[config.mk]
export PLATFORM = sky130hd
export DESIGN_NAME = hamming_frame_rx
export DESIGN_NICKNAME = d
export VERILOG_FILES = /design/src/rtl/hamming_frame_rx.sv
export SDC_FILE = /design/constraint.sdc
export NUM_CORES = 1
export LEC_CHECK = 0
export ABC_AREA = 1
export CORE_MARGIN = 1
export CORE_UTILIZATION = 47
export DETAILED_ROUTE_END_ITERATION = 6
export PLACE_DENSITY = 0.66
export RECOVER_POWER = 50
export SYNTH_ARGS = -nofsm -noshare
export SYNTH_HDL_FRONTEND = slang
export SYNTH_SLANG_ARGS = --single-unit
[constraint.sdc]
create_clock -name clk -period 3.6 [get_ports clk]
set_input_delay 0.72 -clock clk [delete_from_list [all_inputs] [get_ports clk]]
set_output_delay 0.72 -clock clk [all_outputs]
set_load 0.005 [all_outputs]
[src/rtl/hamming_frame_rx.sv]
// Serial receiver that collects the code bytes of one Hamming frame from a UART-style line
// and presents the complete codeword to the parallel decoder with a one-cycle strobe.
module hamming_frame_rx #(
  parameter  int N            = 8,
  parameter  int CLKS_PER_BIT = 16,
  parameter  int GAP_BITS     = 16,
  localparam int BYTES        = N / 4 + ((N % 4 != 0) ? 1 : 0),
  localparam int LENG         = 8 * BYTES
) (
  input  logic          clk,
  input  logic          rst_n,
  input  logic          rx,
  output logic [LENG:1] hammed_data,
  output logic          frame_valid,
  output logic          frame_error,
  output logic          busy
);

  typedef enum logic [2:0] {S_IDLE, S_START, S_DATA, S_STOP, S_GAP} state_t;

  localparam int CW        = $clog2(CLKS_PER_BIT);
  localparam int GAP_LIMIT = GAP_BITS * CLKS_PER_BIT;
  localparam int GW        = $clog2(GAP_LIMIT + 1);
  localparam int BW        = $clog2(BYTES + 1);
  localparam int PART_W    = (BYTES > 1) ? LENG - 8 : 1;

  localparam logic [CW-1:0] C_ONE     = CW'(1);
  localparam logic [CW-1:0] C_HALF_M1 = CW'(CLKS_PER_BIT / 2 - 1);
  localparam logic [CW-1:0] C_BIT_M1  = CW'(CLKS_PER_BIT - 1);
  localparam logic [GW-1:0] C_GAP     = GW'(GAP_LIMIT);
  localparam logic [BW-1:0] C_LAST    = BW'(BYTES - 1);

  logic              r_rx_meta;
  logic              r_rx_sync;
  logic              r_rx_prev;
  logic              w_fall;
  state_t            r_state;
  logic [CW-1:0]     r_clk_cnt;
  logic [GW-1:0]     r_gap_cnt;
  logic [2:0]        r_bit_cnt;
  logic [BW-1:0]     r_byte_cnt;
  logic [7:0]        r_shift;
  logic [PART_W:1]   r_buf;
  logic              r_armed;
  logic [LENG:1]     w_frame;

  // Idle-high line: synchronizer resets to 1 so reset release never looks like a start bit.
  always_ff @(posedge clk or negedge rst_n) begin
    if (!rst_n) begin
      r_rx_meta <= 1'b1;
      r_rx_sync <= 1'b1;
      r_rx_prev <= 1'b1;
    end else begin
      r_rx_meta <= rx;
      r_rx_sync <= r_rx_meta;
      r_rx_prev <= r_rx_sync;
    end
  end

  assign w_fall = r_rx_prev & ~r_rx_sync;

  // Earlier bytes sit in r_buf in arrival order; the byte just received is appended below them.
  generate
    if (BYTES > 1) begin : g_multi
      assign w_frame = {r_buf, r_shift};
    end else begin : g_single
      assign w_frame = r_shift;
    end
  endgenerate

  assign busy = (r_byte_cnt != '0) || (r_state inside {S_START, S_DATA, S_STOP});

  // NOTE: sequential state uses non-blocking assignments only, so every decision in this
  // block sees the values from before the clock edge regardless of statement order.
  always_ff @(posedge clk or negedge rst_n) begin
    if (!rst_n) begin
      r_state     <= S_IDLE;
      r_clk_cnt   <= '0;
      r_gap_cnt   <= '0;
      r_bit_cnt   <= '0;
      r_byte_cnt  <= '0;
      r_shift     <= '0;
      // NOTE: the partial buffer is ordinary flops, so clearing it on reset is legal and
      // guarantees a stale half-frame can never be combined with fresh bytes.
      r_buf       <= '0;
      r_armed     <= 1'b1;
      hammed_data <= '0;
      frame_valid <= 1'b0;
      frame_error <= 1'b0;
    end else begin
      frame_valid <= 1'b0;
      frame_error <= 1'b0;
      if (r_rx_sync) r_armed <= 1'b1;

      case (r_state)
        S_IDLE: begin
          if (w_fall && r_armed) begin
            r_state   <= S_START;
            r_clk_cnt <= C_ONE;
          end
        end

        S_START: begin
          if (r_clk_cnt == C_HALF_M1) begin
            r_clk_cnt <= '0;
            if (!r_rx_sync) begin
              r_state   <= S_DATA;
              r_bit_cnt <= '0;
            end else if (r_byte_cnt != '0) begin
              r_state   <= S_GAP;
              r_gap_cnt <= '0;
            end else begin
              r_state <= S_IDLE;
            end
          end else begin
            r_clk_cnt <= r_clk_cnt + 1'b1;
          end
        end

        S_DATA: begin
          if (r_clk_cnt == C_BIT_M1) begin
            r_clk_cnt <= '0;
            r_shift   <= {r_rx_sync, r_shift[7:1]};
            if (r_bit_cnt == 3'd7) r_state <= S_STOP;
            else                   r_bit_cnt <= r_bit_cnt + 1'b1;
          end else begin
            r_clk_cnt <= r_clk_cnt + 1'b1;
          end
        end

        S_STOP: begin
          if (r_clk_cnt == C_BIT_M1) begin
            r_clk_cnt <= '0;
            // r_shift[0] is the first data bit of the byte: the pad bit.
            if (!r_rx_sync || r_shift[0]) begin
              frame_error <= 1'b1;
              r_byte_cnt  <= '0;
              r_buf       <= '0;
              r_armed     <= 1'b0;
              r_state     <= S_IDLE;
            end else if (r_byte_cnt == C_LAST) begin
              hammed_data <= w_frame;
              frame_valid <= 1'b1;
              r_byte_cnt  <= '0;
              r_buf       <= '0;
              r_state     <= S_IDLE;
            end else begin
              r_buf      <= w_frame[PART_W:1];
              r_byte_cnt <= r_byte_cnt + 1'b1;
              r_gap_cnt  <= '0;
              r_state    <= S_GAP;
            end
          end else begin
            r_clk_cnt <= r_clk_cnt + 1'b1;
          end
        end

        S_GAP: begin
          if (w_fall) begin
            r_state   <= S_START;
            r_clk_cnt <= C_ONE;
          end else if (r_gap_cnt == C_GAP) begin
            frame_error <= 1'b1;
            r_byte_cnt  <= '0;
            r_buf       <= '0;
            r_state     <= S_IDLE;
          end else begin
            r_gap_cnt <= r_gap_cnt + 1'b1;
          end
        end

        default: r_state <= S_IDLE;
      endcase
    end
  end

endmodule
==> results of run 1 <==
==> layout make-up <==
| cell class | instances | area [um^2] |
|---|---|---|
| clock buffers | 12 | 145 |
| fillers | 578 | 2610 |
| multi-input cells | 240 | 1210 |
| clock inverters | 4 | 50.0 |
| well taps | 75 | 93.8 |
| inverters | 43 | 161 |
| repair buffers | 22 | 209 |
| flip-flops and latches | 59 | 1480 |
==> Yosys cell counts, drive strengths merged <==
cell,number
nand2,125
dfrtp,55
inv,43
o21ai,37
nor2,28
nand3,17
or2,8
a21oi,5
ha,5
buf,4
dfstp,4
nand4,4
nand3b,3
nor3,2
xor2,2
a31oi,1
o211ai,1
o22ai,1
o31ai,1
==> metal layers <==
| layer | GRT usage | up-vias |
|---|---|---|
| li1 | - | 1143 |
| met1 | 0.278 | 1022 |
| met2 | 0.286 | 24 |
| met3 | 0.0545 | 5 |
| met4 | 0.0750 | 0 |
| met5 | 0 | - |
==> layout by cell type, fill, tap and decap left out, drive strengths merged, types with 2 or more instances in the layout <==
cell             n
xor2             2
clkdlybuf4s50   19
ha               5
or2              8
clkinvlp         2
a21oi            5
o21ai           37
dfstp            4
nor3             2
dfrtp           55
inv             43
nand4            4
clkbuf          14
nand2          125
nor2            28
nand3           17
nand3b           3
==> power breakdown <==
group	switching (mW)	total, mW	leakage [nW]	internal [mW]
clock	0.255	0.593	0.0926	0.338
sequential	0.0605	0.779	0.799	0.718
combinational	0.366	0.536	0.741	0.170
total	0.682	1.91	1.63	1.23
==> stage by stage <==
step	setup slack, ns	instances	hold slack [ns]
3_5_place_dp	1.51	439	0.347
2_1_floorplan	2.10	346	0.345
3_3_place_gp	1.56	439	0.347
6_report	1.13	455	0.362
5_1_grt	0.851	455	0.363
4_1_cts	1.15	455	0.356
==> kinds of logic (layout without fill, tap and decap cells) <==
logic type / after synthesis / in the layout / synth area share
simple gates: 187 / 187 / 0.301
xor+xnor: 2 / 2 / 0.00604
flops: 59 / 59 / 0.510
buf+inv: 47 / 81 / 0.0677
fa+ha+maj: 5 / 5 / 0.0216
compound gates: 46 / 46 / 0.0935
==> worst paths after layout <==
kind                              startpoint            to  slack [ns]  cells past startpoint
worst min register to register     r_rx_meta     r_rx_sync        0.36                      0
min in group asynchronous              rst_n  r_clk_cnt[1]        0.79                      1
max in group asynchronous              rst_n  r_bit_cnt[2]        1.27                      2
worst max register to register  r_clk_cnt[0]  r_gap_cnt[7]        1.63                     10
worst min-delay path               r_rx_meta     r_rx_sync        0.36                      0
worst max-delay path              r_state[0]          busy        1.13                      3
==> sequential cells by signal, summed over array words and instances (netlist names), 2 cells and up <==
name	count
r_clk_cnt	4
r_gap_cnt	9
r_state	3
r_byte_cnt	2
hammed_data	16
r_buf	8
r_bit_cnt	3
r_shift	8
==> results.yml, run 1 <==
finish:
  fin_area_um2: 3350
  syn_to_final_growth_pct: 15.4
  fin_util: 0.563
  drive_gt1_frac: 0.139
  num_antenna_cells: 0
  nets: 383
setup_path:
  crit_family: "buffers and inverters"
  worstPathCellList: "nor2_1, o211ai_1, clkdlybuf4s50_1"
  worstPathRequired_ns: 2.88
  crit_fanout: 7
  cp-start-kind: "flip-flop"
  cp_num_buf_inv: 1
  cpPeakStageDelay_ns: 0.53
  crit_type: "reg2out"
  end_kind: "output port"
  crit_arrival_ns: 1.75
  crit_slowest_cell: "clkdlybuf4s50_1"
synth:
  synth.distinct_cells: 33
  synth_top_area_frac: 0.474
  netlist_instances: 346
  synth.area.top_cells: "dfrtp_1 47%, nand2_1 15%, inv_1 4.3%"
  synth-seq-cells: 59
  syn_nets: 354
  yosysTopAreaCell: "dfrtp_1"
  synth_area_um2: 2900
  yosysSeqAreaShare: 0.510
  synth.yosys.warnings: 0
  synth_area_per_cell_um2: 8.39
placement:
  dp.final_hpwl_mm: 3.89
  gp_congestion: 0.887
  io_buffers: 21
  placed_area_um2: 3170
floorplan:
  core-area_um2: 5960
  num_rows: 28
  die_width_um: 80.6
  start_util: 0.487
  ios: 22
  dieArea_um2: 6490
  die_h_um: 80.6
detailed_routing:
  top_layer: "met4"
  vias_per_cell: 4.82
  drc: 0
  drt-initial-drc-count: 131
  met1_length_mm: 2.97
  wl_per_cell_um: 12.0
  drt-total-wl_mm: 5.47
  detail_route.first_pass.iterations: 4
  wl_met3_um: 146
  wl_met2_mm: 2.30
  ant_nets: 0
  via_count: 2194
timing:
  setup_viol: 0
  relSlewSlack: -0.0808
  fin_crit_ns: 2.47
  timing.fmax_ghz: 0.404
  final_hold_viol_count: 0
  fin_tns_setup_ns: 0
  drv_slew: 29
  skew_ns: 0.00617
  worstMarginPinSlew_ns: 1.62
  rsz0062_at_grt: "no"
  fin_crit_sh: 0.687
clock_tree:
  post_cts_buffers: 0
  numClockSinks: 59
  clock_tree.buffer_depth: 2
  cts_root_buf: "clkbuf_8"
  ctsResizeCount: 0
  insertion_delay_ns: 0.33
  cts_tree: "yes"
  hold_buffers: 0
  clk_pin_slew_ns: 0.06
  h-tree-depth: 3
  numCtsBuffers: 9
global_routing:
  grt_pass1_vias: 2063
  antenna_found_initial: 0
  grt_overflow: 0
  grt_pass1_wl_mm: 9.50
  grt_start_max_net_pins: 33
  track_usage: 0.198
power:
  power_mw: 1.91
  power-per-cell-area_nw_per_um2: 570
  leakagePower_nw: 1.63
  peakVddDrop_mv: 0.284
run:
  cap_violations: 1
run_status:
  violations: "max-capacitance violations, max-slew violations"
  status: "complete, but fails checks"
hold_path:
  min_path_type: "reg2reg"
(Power assumes the default switching activity.)
==> run 2: changes to the inputs <==
--- a/config.mk
+++ b/config.mk
@@ -9,7 +9,7 @@
 export CORE_MARGIN = 1
 export CORE_UTILIZATION = 47
 export DETAILED_ROUTE_END_ITERATION = 6
-export PLACE_DENSITY = 0.66
+export PLACE_DENSITY = 0.69
 export RECOVER_POWER = 50
 export SYNTH_ARGS = -nofsm -noshare
 export SYNTH_HDL_FRONTEND = slang
==> constraint.sdc (replaced) <==
create_clock -name clk -period 2.1 [get_ports clk]
set_input_delay 0.42 -clock clk [delete_from_list [all_inputs] [get_ports clk]]
set_output_delay 0.42 -clock clk [all_outputs]
set_load 0.005 [all_outputs]
==> run 2 against run 1 <==
  * Wire length grew 2.8%
  * Sequential cell count is the same
  * Power rose by 77%
  * Critical path depth decreased by 1
  * Sequential power increased by 72%
  * Core utilization grew 0.69 points
  * Non-clock buffer count grew 2
  * Sequential share of layout area shrank 0.50 points
  * Critical path type unchanged
  * Final area rose by 1.2%
  * Die area stayed put
  * Clock power rose by 79%
  * The run now ends clean
  * First-iteration DRC count up 27%
==> results.yml, run 2 (same netlist as run 1, synthesis figures left out) <==
setup_path:
  cp_num_buf_inv: 1
  worstPathRequired_ns: 1.68
  crit_arrival_ns: 1.59
  crit_slowest_cell: "clkdlybuf4s50_1"
  worstPathCellList: "o211ai_1, clkdlybuf4s50_1"
  end_kind: "output port"
  crit_type: "reg2out"
  crit_family: "buffers and inverters"
  cp-start-kind: "flip-flop"
  crit_fanout: 7
  cpPeakStageDelay_ns: 0.54
clock_tree:
  numClockSinks: 59
  numCtsBuffers: 9
  clk_pin_slew_ns: 0.06
  h-tree-depth: 3
  cts_root_buf: "clkbuf_8"
  insertion_delay_ns: 0.34
  clock_tree.buffer_depth: 2
  cts_tree: "yes"
  hold_buffers: 0
timing:
  relSlewSlack: 0.0494
  worstMarginPinSlew_ns: 1.43
  fin_crit_ns: 2.01
  final_hold_viol_count: 0
  fin_crit_sh: 0.957
  skew_ns: 0.0134
  fin_tns_setup_ns: 0
  rsz0062_at_grt: "no"
  timing.fmax_ghz: 0.498
  setup_viol: 0
  drv_slew: 0
floorplan:
  start_util: 0.487
  dieArea_um2: 6490
  ios: 22
  die_h_um: 80.6
  core-area_um2: 5960
  num_rows: 28
  die_width_um: 80.6
global_routing:
  grt_overflow: 0
  met2_usage: 0.297
  grt_pass1_vias: 2095
  antenna_found_initial: 0
  track_usage: 0.194
  use_met1: 0.258
  busiest_layer: "met2"
  grt_start_max_net_pins: 60
  grt_pass1_wl_mm: 9.37
  use_met3: 0.0443
detailed_routing:
  vias_per_cell: 4.96
  ant_nets: 0
  drt-total-wl_mm: 5.62
  via_count: 2263
  detail_route.first_pass.iterations: 4
  wl_per_cell_um: 12.3
  drc: 0
  drt-initial-drc-count: 166
finish:
  multi_input_area_um2: 1230
  nets: 385
  layout_common_cells: "116 x nand2_1, 54 x dfrtp_1, 34 x inv_1"
  largest_register: "hammed_data"
  syn_to_final_growth_pct: 16.9
  regArea_um2: 1480
  nFillCells: 551
  largest_registers: "hammed_data: 16 flops, r_gap_cnt: 9 flops"
  drive_gt1_frac: 0.160
  fin_util: 0.570
  num_antenna_cells: 0
  largest_reg_flops: 16
  final_common_cell: "nand2_1"
placement:
  gp_congestion: 0.894
  dp.final_hpwl_mm: 3.91
  io_buffers: 21
power:
  peakVddDrop_mv: 0.524
  leakagePower_nw: 1.65
  power-per-cell-area_nw_per_um2: 998
  power_mw: 3.39
run:
  cap_violations: 0
run_status:
  status: "finished, final reports clean"
hold_path:
  min_path_type: "reg2reg"
[run 2: cell count changes in the layout (fill, tap and decap cells not counted)]
cell,before,now
buf_2,0,1
dfrtp_2,0,1
dfrtp_1,55,54
clkbuf_8,10,11
nor2_4,0,2
nor2_1,24,21
nor2_2,3,4
buf_4,0,2
clkbuf_1,3,0
[run 2: layout make-up]
| class | instances | share of cell area |
|---|---|---|
| clock inverters | 4 | 0.0148 |
| inverters | 43 | 0.0476 |
| clock buffers | 11 | 0.0446 |
| well taps | 75 | 0.0277 |
| flip-flops and latches | 59 | 0.437 |
| repair buffers | 24 | 0.0664 |
| multi-input cells | 240 | 0.362 |
[run 2: final timing paths]
path                              startpoint  depth (start not counted)              to  slack [ns]
worst max register to register  r_clk_cnt[0]                          8    r_bit_cnt[1]        0.35
worst min register to register     r_rx_meta                          0       r_rx_sync        0.36
worst min-delay path               r_rx_meta                          0       r_rx_sync        0.36
max in group asynchronous              rst_n                          2      r_state[0]        0.64
worst max-delay path              r_state[2]                          2            busy        0.09
min in group asynchronous              rst_n                          2  hammed_data[1]        0.49
[run 2: worst reg2reg max path, delay by kind of cell (launching register included)]
| family | cells | cell delay, ns |
|---|---|---|
| compound gates | 2 | 0.45 |
| fa+ha+maj | 1 | 0.25 |
| buf+inv | 2 | 0.19 |
| flops | 1 | 0.39 |
| simple gates | 3 | 0.34 |
[run 2: routing by layer]
metal  part of all wire  routed length, um
met1               0.50               2840
met4              0.019                108
met3              0.028                155
met5                  0                  0
met2               0.45               2520
[run 2: metrics by stage]
stage / std cells / instance area (um^2) / setup WS, ns / hold slack [ns]
floorplan: 346 / 2900 / 0.605 / 0.124
finish: 456 / 3390 / 0.0902 / 0.361
global route: 456 / 3390 / 0.0157 / 0.366
CTS: 454 / 3390 / 0.0399 / 0.0802
global placement: 439 / 3190 / 0.370 / 0.348
detailed placement: 439 / 3190 / 0.323 / 0.348
[run 2: power breakdown]
group | internal (mW) | switching, mW | leakage, nW
registers | 1.23 | 0.104 | 0.798
clock network | 0.604 | 0.453 | 0.0974
logic | 0.325 | 0.666 | 0.758
[run 2: what timing repair did]
action | CTS | global route
setup endpoints to repair | 1 | 1
gates cloned | 0 | 0
buffers inserted | 0 | 2
resized for setup | 1 | 1
